[config.mk]
export PLATFORM = sky130hd
export DESIGN_NAME = spi_xfer_arbiter
export DESIGN_NICKNAME = d
export VERILOG_FILES = /design/src/rtl/spi_arb_pkg.sv /design/src/rtl/spi_rr_picker.sv /design/src/rtl/spi_xfer_arbiter.sv
export SDC_FILE = /design/constraint.sdc
export NUM_CORES = 1
export LEC_CHECK = 0
export BUFFER_PORTS_ARGS = -buffer_cell sky130_fd_sc_hd__buf_2
export CAP_MARGIN = 20
export CORE_ASPECT_RATIO = 1.1
export CORE_MARGIN = 5
export CORE_UTILIZATION = 50
export DETAILED_ROUTE_END_ITERATION = 8
export PLACE_DENSITY = 0.76
export SYNTH_ARGS = -nofsm -noshare
export SYNTH_HDL_FRONTEND = slang
export SYNTH_SLANG_ARGS = --single-unit
[constraint.sdc]
create_clock -name CLK -period 2.5 [get_ports CLK]
set_clock_uncertainty 0.2 [all_clocks]
set_input_delay 0.5 -clock CLK [delete_from_list [all_inputs] [get_ports CLK]]
set_output_delay 0.5 -clock CLK [all_outputs]
set_load 0.02 [all_outputs]
[src/rtl/spi_arb_pkg.sv]
// Shared types for the SPI transfer arbiter.
// State encoding and default widths match the SPI controller.
package spi_arb_pkg;

  typedef enum logic [1:0] {
    IDLE  = 2'b00,
    GRANT = 2'b01,
    XFER  = 2'b10,
    DONE  = 2'b11
  } arb_state_e;

  localparam int DEF_DATA = 8;
  localparam int DEF_ADDR = 3;

endpackage

[src/rtl/spi_rr_picker.sv]
// Rotating-priority search over the request vector.
// The first set bit at or after rr_ptr_i, wrapping, wins.
module spi_rr_picker #(
  parameter int NREQ = 4,
  parameter int IW   = (NREQ > 1) ? $clog2(NREQ) : 1
) (
  input  logic [NREQ-1:0] req_i,
  input  logic [IW-1:0]   rr_ptr_i,
  output logic            valid_o,
  output logic [IW-1:0]   idx_o
);

  // Walk from the far end so the nearest offset is assigned last.
  always_comb begin
    int k;
    k       = 0;
    valid_o = 1'b0;
    idx_o   = '0;
    for (int i = NREQ - 1; i >= 0; i--) begin
      k = int'(rr_ptr_i) + i;
      if (k >= NREQ) k = k - NREQ;
      if (req_i[k]) begin
        valid_o = 1'b1;
        idx_o   = IW'(k);
      end
    end
  end

endmodule

[src/rtl/spi_xfer_arbiter.sv]
// Round-robin owner of one SPI controller: grant, run
// one master transfer, return the byte, pulse done/err.
module spi_xfer_arbiter
  import spi_arb_pkg::*;
#(
  parameter int NREQ    = 4,
  parameter int DATA    = DEF_DATA,
  parameter int ADDR    = DEF_ADDR,
  parameter int TIMEOUT = 255
) (
  input  logic                 CLK,
  input  logic                 PRESETn,
  input  logic [NREQ-1:0]      req,
  input  logic [NREQ*ADDR-1:0] req_addr,
  input  logic [NREQ*DATA-1:0] req_wdata,
  output logic [NREQ-1:0]      gnt,
  output logic [NREQ-1:0]      done,
  output logic [NREQ-1:0]      err,
  output logic [DATA-1:0]      rdata,
  output logic                 busy,
  output logic                 spe,
  output logic                 mstr,
  output logic                 ctrl_control,
  output logic                 sptef,
  output logic [ADDR-1:0]      reg_addr,
  output logic [DATA-1:0]      reg_wdata,
  input  logic                 txc,
  input  logic [DATA-1:0]      m_rdata
);

  localparam int IW = (NREQ > 1) ? $clog2(NREQ) : 1;
  localparam int CW = $clog2(TIMEOUT + 1);

  arb_state_e state_q, state_d;
  logic [IW-1:0]   rr_q, rr_d;
  logic [IW-1:0]   idx_q, idx_d;
  logic [ADDR-1:0] addr_q, addr_d;
  logic [DATA-1:0] wdata_q, wdata_d;
  logic [CW-1:0]   cnt_q, cnt_d;
  logic [NREQ-1:0] gnt_q, gnt_d;
  logic [NREQ-1:0] done_q, done_d;
  logic [NREQ-1:0] err_q, err_d;
  logic [DATA-1:0] rdata_q, rdata_d;
  logic            busy_q, busy_d;
  logic            spe_q, spe_d;
  logic            mstr_q, mstr_d;
  logic            ctl_q, ctl_d;
  logic            sptef_q, sptef_d;
  logic [ADDR-1:0] raddr_q, raddr_d;
  logic [DATA-1:0] rwdata_q, rwdata_d;

  logic            pick_vld;
  logic [IW-1:0]   pick_idx;
  logic [NREQ-1:0] oh;

  assign oh = {{(NREQ-1){1'b0}}, 1'b1} << idx_q;

  spi_rr_picker #(
    .NREQ (NREQ),
    .IW   (IW)
  ) u_pick (
    .req_i    (req),
    .rr_ptr_i (rr_q),
    .valid_o  (pick_vld),
    .idx_o    (pick_idx)
  );

  always_comb begin
    state_d  = state_q;
    rr_d     = rr_q;
    idx_d    = idx_q;
    addr_d   = addr_q;
    wdata_d  = wdata_q;
    cnt_d    = cnt_q;
    gnt_d    = gnt_q;
    done_d   = '0;
    err_d    = '0;
    rdata_d  = rdata_q;
    spe_d    = spe_q;
    mstr_d   = mstr_q;
    ctl_d    = ctl_q;
    sptef_d  = sptef_q;
    raddr_d  = raddr_q;
    rwdata_d = rwdata_q;
    unique case (state_q)
      IDLE: begin
        if (pick_vld) begin
          idx_d   = pick_idx;
          addr_d  = req_addr[pick_idx*ADDR +: ADDR];
          wdata_d = req_wdata[pick_idx*DATA +: DATA];
          state_d = GRANT;
        end
      end
      GRANT: begin
        gnt_d    = oh;
        spe_d    = 1'b1;
        mstr_d   = 1'b1;
        ctl_d    = 1'b1;
        sptef_d  = 1'b1;
        raddr_d  = addr_q;
        rwdata_d = wdata_q;
        cnt_d    = '0;
        state_d  = XFER;
      end
      XFER: begin
        cnt_d = cnt_q + 1'b1;
        // txc has priority over a same-cycle timeout.
        if (txc) begin
          rdata_d = m_rdata;
          done_d  = oh;
          sptef_d = 1'b0;
          state_d = DONE;
        end else if (cnt_q == CW'(TIMEOUT)) begin
          err_d   = oh;
          state_d = DONE;
        end
      end
      DONE: begin
        gnt_d   = '0;
        spe_d   = 1'b0;
        mstr_d  = 1'b0;
        ctl_d   = 1'b0;
        sptef_d = 1'b0;
        rr_d    = (idx_q == IW'(NREQ - 1)) ? '0
                                           : idx_q + 1'b1;
        state_d = IDLE;
      end
      default: state_d = IDLE;
    endcase
    busy_d = (state_d != IDLE);
  end

  always_ff @(posedge CLK or negedge PRESETn) begin
    if (!PRESETn) begin
      state_q  <= IDLE;
      rr_q     <= '0;
      idx_q    <= '0;
      addr_q   <= '0;
      wdata_q  <= '0;
      cnt_q    <= '0;
      gnt_q    <= '0;
      done_q   <= '0;
      err_q    <= '0;
      rdata_q  <= '0;
      busy_q   <= 1'b0;
      spe_q    <= 1'b0;
      mstr_q   <= 1'b0;
      ctl_q    <= 1'b0;
      sptef_q  <= 1'b0;
      raddr_q  <= '0;
      rwdata_q <= '0;
    end else begin
      state_q  <= state_d;
      rr_q     <= rr_d;
      idx_q    <= idx_d;
      addr_q   <= addr_d;
      wdata_q  <= wdata_d;
      cnt_q    <= cnt_d;
      gnt_q    <= gnt_d;
      done_q   <= done_d;
      err_q    <= err_d;
      rdata_q  <= rdata_d;
      busy_q   <= busy_d;
      spe_q    <= spe_d;
      mstr_q   <= mstr_d;
      ctl_q    <= ctl_d;
      sptef_q  <= sptef_d;
      raddr_q  <= raddr_d;
      rwdata_q <= rwdata_d;
    end
  end

  assign gnt          = gnt_q;
  assign done         = done_q;
  assign err          = err_q;
  assign rdata        = rdata_q;
  assign busy         = busy_q;
  assign spe          = spe_q;
  assign mstr         = mstr_q;
  assign ctrl_control = ctl_q;
  assign sptef        = sptef_q;
  assign reg_addr     = raddr_q;
  assign reg_wdata    = rwdata_q;

endmodule

==> flow_summary_export.csv, run 1 <==
group,metric,value,unit
logic_synthesis,synthesis.nets,324,
routing,drt_iter0_drc,84,
routing,drt-pass1-iter-count,4,
sta,hold_viol,0,
global_routing,antenna_found_initial,0,
sta,finalSetupViolCount,0,
power,p_int,2.557,mW
min_path,min_path_type,"in2reg",
run_status,status,"finished clean",
setup_path,reg2reg_slack,330,ps
setup_path,r2r-end,"wdata_q[6]$_DFFE_PN0P_",
setup_path,crit_arrival,2190,ps
clocking,clk_pin_slew,70,ps
setup_path,crit_path_end_kind,"register",
logic_synthesis,syn_area,2882,sq um
sta,whs,192.0,ps
routing,vias,2290,
setup_path,reg2regPathDepth,6,
floorplan,die_x,82.38,um
final_layout,drive_above_1_share,0.4028,
setup_path,path_max_fanout,7,
min_path,worstHoldEndpoint,"rdata[1]$_DFFE_PN0P_",
logic_synthesis,avgSynthCellArea,11.30,sq um
logic_synthesis,async_flop_share,1.000,
routing,wirelength,6.485,mm
routing,viasPerCell,5.240,
place,io_buffers,94,
final_layout,final_area,3632,sq um
final_layout,nets,424,
floorplan,die_h,89.62,um
setup_path,worstPathRequired,2510,ps
logic_synthesis,synth-seq-cells,59,
logic_synthesis,synth-edff-count,0,
clocking,cts_root_buffer,"clkbuf_8",
power,power.total,4.316,mW
place,gp_congestion,0.8369,
power,p_seq_frac,0.358,
sta,worstMarginPinSlew,557.8,ps
sta,rsz0062_at_grt,"no",
global_routing,grt_max_degree,60,
sta,max_freq,0.4600,GHz
sta,fin_crit,2174,ps
clocking,cts-htree-levels,3,
logic_synthesis,ys_warn_count,0,
final_layout,synthToLayoutAreaGrowth,26.05,%
clocking,cts_tree,"built",
floorplan,core-area,5697,sq um
sta,tns,0,ps
setup_path,reg2reg_from,"state_q[0]$_DFF_PN0_",
logic_synthesis,synth.distinct_cells,44,
power,clockPowerShare,0.178,
global_routing,grt_pass1_wl,10.52,mm
setup_path,path_class,"reg2reg",
clocking,worstSkewPairLatency,340,ps
sta,relSlewSlack,0.6268,
sta,final_max_slew_viol_count,0,
clocking,clock_path_buffers,2,
floorplan,num_rows,29,
global_routing,grt_pass1_vias,2295,
clocking,clock_sinks,59,
logic_synthesis,synth_cells,255,
power,peakVddDrop,0.6430,mV
routing,post-route-drc-count,0,
place,placed_area,3443,sq um
floorplan,die-area,7383,sq um
min_path,min_from,"m_rdata[1]",
job,maxCapViolations,0,
power,p_sw_frac,0.4076,
clocking,post-cts-setup-buffers,0,
power,p_leak,1.804,nW
logic_synthesis,synth_ff_type,"dfrtp_1",
clocking,postCtsResizedCells,0,
power,switching_power,1.759,mW
logic_synthesis,ys_seq_area_frac,0.5124,
setup_path,crit_path_start_kind,"register",
min_path,hold_depth,2,
power,power_density,1188,nW/um^2
global_routing,grt_overflow,0,
global_routing,grt_util_all_layers,0.1888,
routing,post_drt_wl_per_cell,14.84,um
clocking,numCtsBuffers,9,
sta,period_share,0.8695,
routing,postRouteAntennaNets,0,
power,combPwrFrac,0.464,
place,dp_hpwl,4.778,mm
final_layout,antenna_cells,0,
floorplan,ios,95,
floorplan,start_util,0.5058,
[cells by family (layout without fill, tap and decap cells)]
| family | Yosys count | count (layout) | synth area share |
|---|---|---|---|
| simple gates | 75 | 75 | 0.1320 |
| fa+ha+maj | 10 | 10 | 0.04342 |
| flops | 59 | 59 | 0.5124 |
| buf+inv | 19 | 124 | 0.03082 |
| mux | 38 | 38 | 0.1411 |
| compound gates | 52 | 52 | 0.1342 |
| xor+xnor | 2 | 2 | 0.006080 |
[routing by layer]
layer / share of wire / global-route usage / vias up / wire length [um]
li1: - / - / 1108 / -
met1: 0.41 / 0.2329 / 1084 / 2656
met2: 0.50 / 0.3061 / 77 / 3242
met3: 0.058 / 0.04092 / 21 / 378
met4: 0.032 / 0.1073 / 0 / 208
met5: 0 / 0 / - / 0
[cell type report]
class,count,area (sq um)
Fill cell,470,2064
Timing Repair Buffer,101,538.0
Inverter,7,26.28
Clock buffer,10,137.6
Sequential cell,59,1476
Tap cell,77,96.34
Multi-Input combinational cell,177,1316
Clock inverter,6,41.29
[cell usage after synthesis (2+ instances only)]
library cell / n / area (sq um)
dfrtp_1: 59 / 1476
mux2_2: 21 / 236.5
nand2_1: 21 / 78.83
mux2i_1: 17 / 170.2
nor2_1: 17 / 63.81
ha_1: 10 / 125.1
nand3_1: 10 / 50.05
a21boi_0: 9 / 67.56
and3_1: 9 / 56.30
o21ai_0: 9 / 45.04
a211oi_1: 8 / 60.06
inv_1: 7 / 26.28
clkbuf_1: 6 / 22.52
o211ai_1: 5 / 37.54
o21ai_1: 5 / 25.02
a21o_1: 4 / 30.03
and2_1: 4 / 25.02
nor2b_1: 3 / 18.77
o31ai_1: 3 / 22.52
buf_4: 2 / 15.01
nand2b_1: 2 / 12.51
o311ai_2: 2 / 32.53
[sequential cells by signal (all words and copies together), names as in the netlist]
register and count:
addr_q 3, wdata_q 8, gnt 4, ctrl_control 1, done 4, busy 1
rdata 8, rr_q 2, err 4, reg_addr 3, cnt_q 8, sptef 1
state_q 2, reg_wdata 8, idx_q 2
[worst max-delay path, cell delays in order, from the launching register on]
cell	delay [ps]
dfrtp_1	410
inv_1	120
ha_1	180
nor2b_1	390
nand3_1	330
a211oi_1	330
a211oi_1	90
[cells in the final DEF, fill, tap and decap left out, drive strengths merged, types with 4 or more instances in the layout]
cell type,instances
clkbuf,10
mux2,21
mux2i,17
a211oi,8
dfrtp,59
ha,10
and3,9
nand3,10
and2,5
o21ai,14
buf,100
inv,7
o211ai,5
nand2,21
a21o,4
a21boi,10
nor2,19
[how the worst max path moves through the flow]
stage	startpoint	end	slack, ps	depth (start not counted)
2_1_floorplan	state_q[1]$_DFF_PN0_	reg_addr[0]$_DFFE_PN0P_	560	5
3_3_place_gp	req[3]	addr_q[0]$_DFFE_PN0P_	370	6
3_5_place_dp	req[2]	wdata_q[6]$_DFFE_PN0P_	280	6
4_1_cts	state_q[0]$_DFF_PN0_	wdata_q[6]$_DFFE_PN0P_	370	6
5_1_grt	state_q[0]$_DFF_PN0_	wdata_q[6]$_DFFE_PN0P_	170	6
6_report	state_q[0]$_DFF_PN0_	wdata_q[6]$_DFFE_PN0P_	330	6
[power groups by stage]
| stage | clock network (mW) | registers [mW] | logic [mW] |
|---|---|---|---|
| finish | 0.769 | 1.54 | 2.00 |
| global route | 0.829 | 1.59 | 2.21 |
| CTS | 0.791 | 1.55 | 2.02 |
| detailed placement | 0 | 1.56 | 2.01 |
| global placement | 0 | 1.54 | 1.97 |
| floorplan | 0 | 1.78 | 1.18 |
[per-stage QoR]
step / utilization / cells / worst slack (ps)
finish: 0.6376 / 437 / 326.2
global route: 0.6376 / 437 / 173.1
CTS: 0.6376 / 437 / 366.3
detailed placement: 0.6044 / 420 / 283.8
global placement: 0.6044 / 420 / 368.9
floorplan: - / 255 / 564.3
[repair_timing]
item | CTS | global route
endpoints found under the hold margin | 59 | 0
setup endpoints to repair | 0 | 0
hold buffers | 1 | 0
No activity file was read; power rests on OpenSTA's default activity.
==> run 2, diff against run 1 <==
Settings changed: CORE_MARGIN 5 to 4, CTS_CLUSTER_DIAMETER set to 50.
==> flow_summary_export.csv, run 2 (same netlist as run 1, synthesis figures left out) <==
group,metric,value,unit
floorplan,die_h,87.62,um
clocking,ctsHoldBuffers,1,
setup_path,cpMostUsedCell,"a211oi_1",
place,gp_congestion,0.8159,
clocking,cts-htree-levels,3,
sta,max_freq,0.4709,GHz
routing,post_drt_wl_per_cell,13.92,um
global_routing,grt_pass1_vias,2213,
power,power_density,1189,nW/um^2
final_layout,nets,424,
setup_path,worstPathRequired,2500,ps
floorplan,die_x,80.38,um
sta,hold_viol,0,
clocking,cts_tree,"built",
routing,post-route-drc-count,0,
sta,worstMarginPinSlew,646.2,ps
routing,wirelength,6.027,mm
setup_path,slowest_delay,410,ps
sta,tns,0,ps
final_layout,drive_above_1_share,0.3994,
final_layout,layout_common_cells,"buf_2 (94), dfrtp_1 (59), nand2_1 (21), mux2_2 (21)",
clocking,clock_path_buffers,2,
job,maxCapViolations,0,
global_routing,grt_max_degree,31,
setup_path,crit_path_end_kind,"register",
setup_path,crit_path_start_kind,"register",
power,p_leak,1.807,nW
final_layout,fillCellCount,457,
sta,final_max_slew_viol_count,0,
sta,fin_crit,2124,ps
sta,finalSetupViolCount,0,
global_routing,grt_pass1_wl,9.894,mm
sta,relSlewSlack,0.5647,
routing,vias,2238,
floorplan,num_rows,28,
place,dp_hpwl,4.672,mm
run_status,status,"finished clean",
final_layout,final_common_cell,"buf_2",
power,p_int,2.629,mW
power,p_seq_frac,0.357,
final_layout,final_core_util,0.6620,
floorplan,start_util,0.5239,
setup_path,path_cells,"inv_1 -> ha_1 -> nor2b_1 -> nand3_1 -> a211oi_1 -> a211oi_1",
setup_path,path_max_fanout,7,
power,p_sw_frac,0.3928,
final_layout,synthToLayoutAreaGrowth,26.36,%
place,io_buffers,94,
setup_path,crit_arrival,2120,ps
sta,period_share,0.8494,
floorplan,die-area,7043,sq um
power,peakVddDrop,0.6001,mV
global_routing,grt_overflow,0,
setup_path,crit_path_top_delay_cell,"dfrtp_1",
min_path,min_path_type,"in2reg",
sta,rsz0062_at_grt,"no",
routing,drt-pass1-iter-count,4,
clocking,cts_root_buffer,"clkbuf_8",
clocking,clock_sinks,59,
power,combPwrFrac,0.451,
power,power.total,4.331,mW
global_routing,antenna_found_initial,0,
global_routing,grt_util_all_layers,0.1833,
sta,whs,201.5,ps
clocking,clk_pin_slew,70,ps
clocking,numCtsBuffers,9,
routing,drt_iter0_drc,88,
power,switching_power,1.701,mW
routing,viasPerCell,5.169,
clocking,worstSkewPairLatency,330,ps
setup_path,path_class,"reg2reg",
floorplan,core-area,5500,sq um
clocking,post-cts-setup-buffers,0,
power,clockPowerShare,0.192,
clocking,postCtsResizedCells,0,
final_layout,antenna_cells,0,
routing,postRouteAntennaNets,0,
floorplan,ios,95,
==> run 2: changes by cell type in the layout (fill, tap and decap cells not counted), sizes merged <==
cell,before,now
bufinv,0,1
clkinv,3,0
==> run 2: through the flow <==
stage                     setup slack [ps]  cells  area [sq um]
after floorplan                      564.3    255          2882
after global placement               387.2    418          3441
after detailed placement             302.7    418          3441
after CTS                            366.5    433          3641
after global routing                 181.8    433          3641
final                                376.4    433          3641
==> run 2: path summary, 6_finish.rpt <==
path / cells after the start / endpoint / slack (ps) / startpoint
max reg2reg: 6 / wdata_q[2]$_DFFE_PN0P_ / 380 / state_q[0]$_DFF_PN0_
max: 6 / wdata_q[2]$_DFFE_PN0P_ / 380 / state_q[0]$_DFF_PN0_
min reg2reg: 2 / wdata_q[7]$_DFFE_PN0P_ / 290 / wdata_q[7]$_DFFE_PN0P_
max in group asynchronous: 3 / addr_q[2]$_DFFE_PN0P_ / 1130 / PRESETn
min: 2 / rdata[1]$_DFFE_PN0P_ / 200 / m_rdata[1]
min in group asynchronous: 2 / err[0]$_DFF_PN0_ / 410 / PRESETn
==> run 2: metal layers <==
layer,track usage,part of all wire,vias to the layer above
li1,-,-,1104
met1,0.2320,0.44,1044
met2,0.3020,0.47,83
met3,0.04321,0.076,7
met4,0.07834,0.011,0
met5,0,0,-
==> run 2: final cells by class <==
| cell class | count | area [sq um] | share of cell area |
|---|---|---|---|
| sequential | 59 | 1476 | 0.4055 |
| clock inverter | 4 | 52.55 | 0.01443 |
| tap | 75 | 93.84 | 0.02577 |
| inverter | 7 | 26.28 | 0.007216 |
| clock buffer | 10 | 137.6 | 0.03780 |
| multi-input combinational | 177 | 1316 | 0.3615 |
| timing repair buffer | 101 | 538.0 | 0.1478 |
==> run 2: critical path, delay by kind of cell (launching register included) <==
kind / cells / cell delay, ps
and+or+nand+nor: 2 / 710
DFF: 1 / 410
AOI/OAI and AO/OA: 2 / 380
adders and majority gates: 1 / 180
buffers and inverters: 1 / 120
==> run 2: power groups by stage <==
stage                     logic (mW)  clock network, mW  registers (mW)
after floorplan                 1.18                  0            1.78
after global placement          1.92                  0            1.55
after detailed placement        1.97                  0            1.56
after CTS                       1.98              0.849            1.55
after global routing            2.16              0.891            1.59
final                           1.95              0.831            1.55
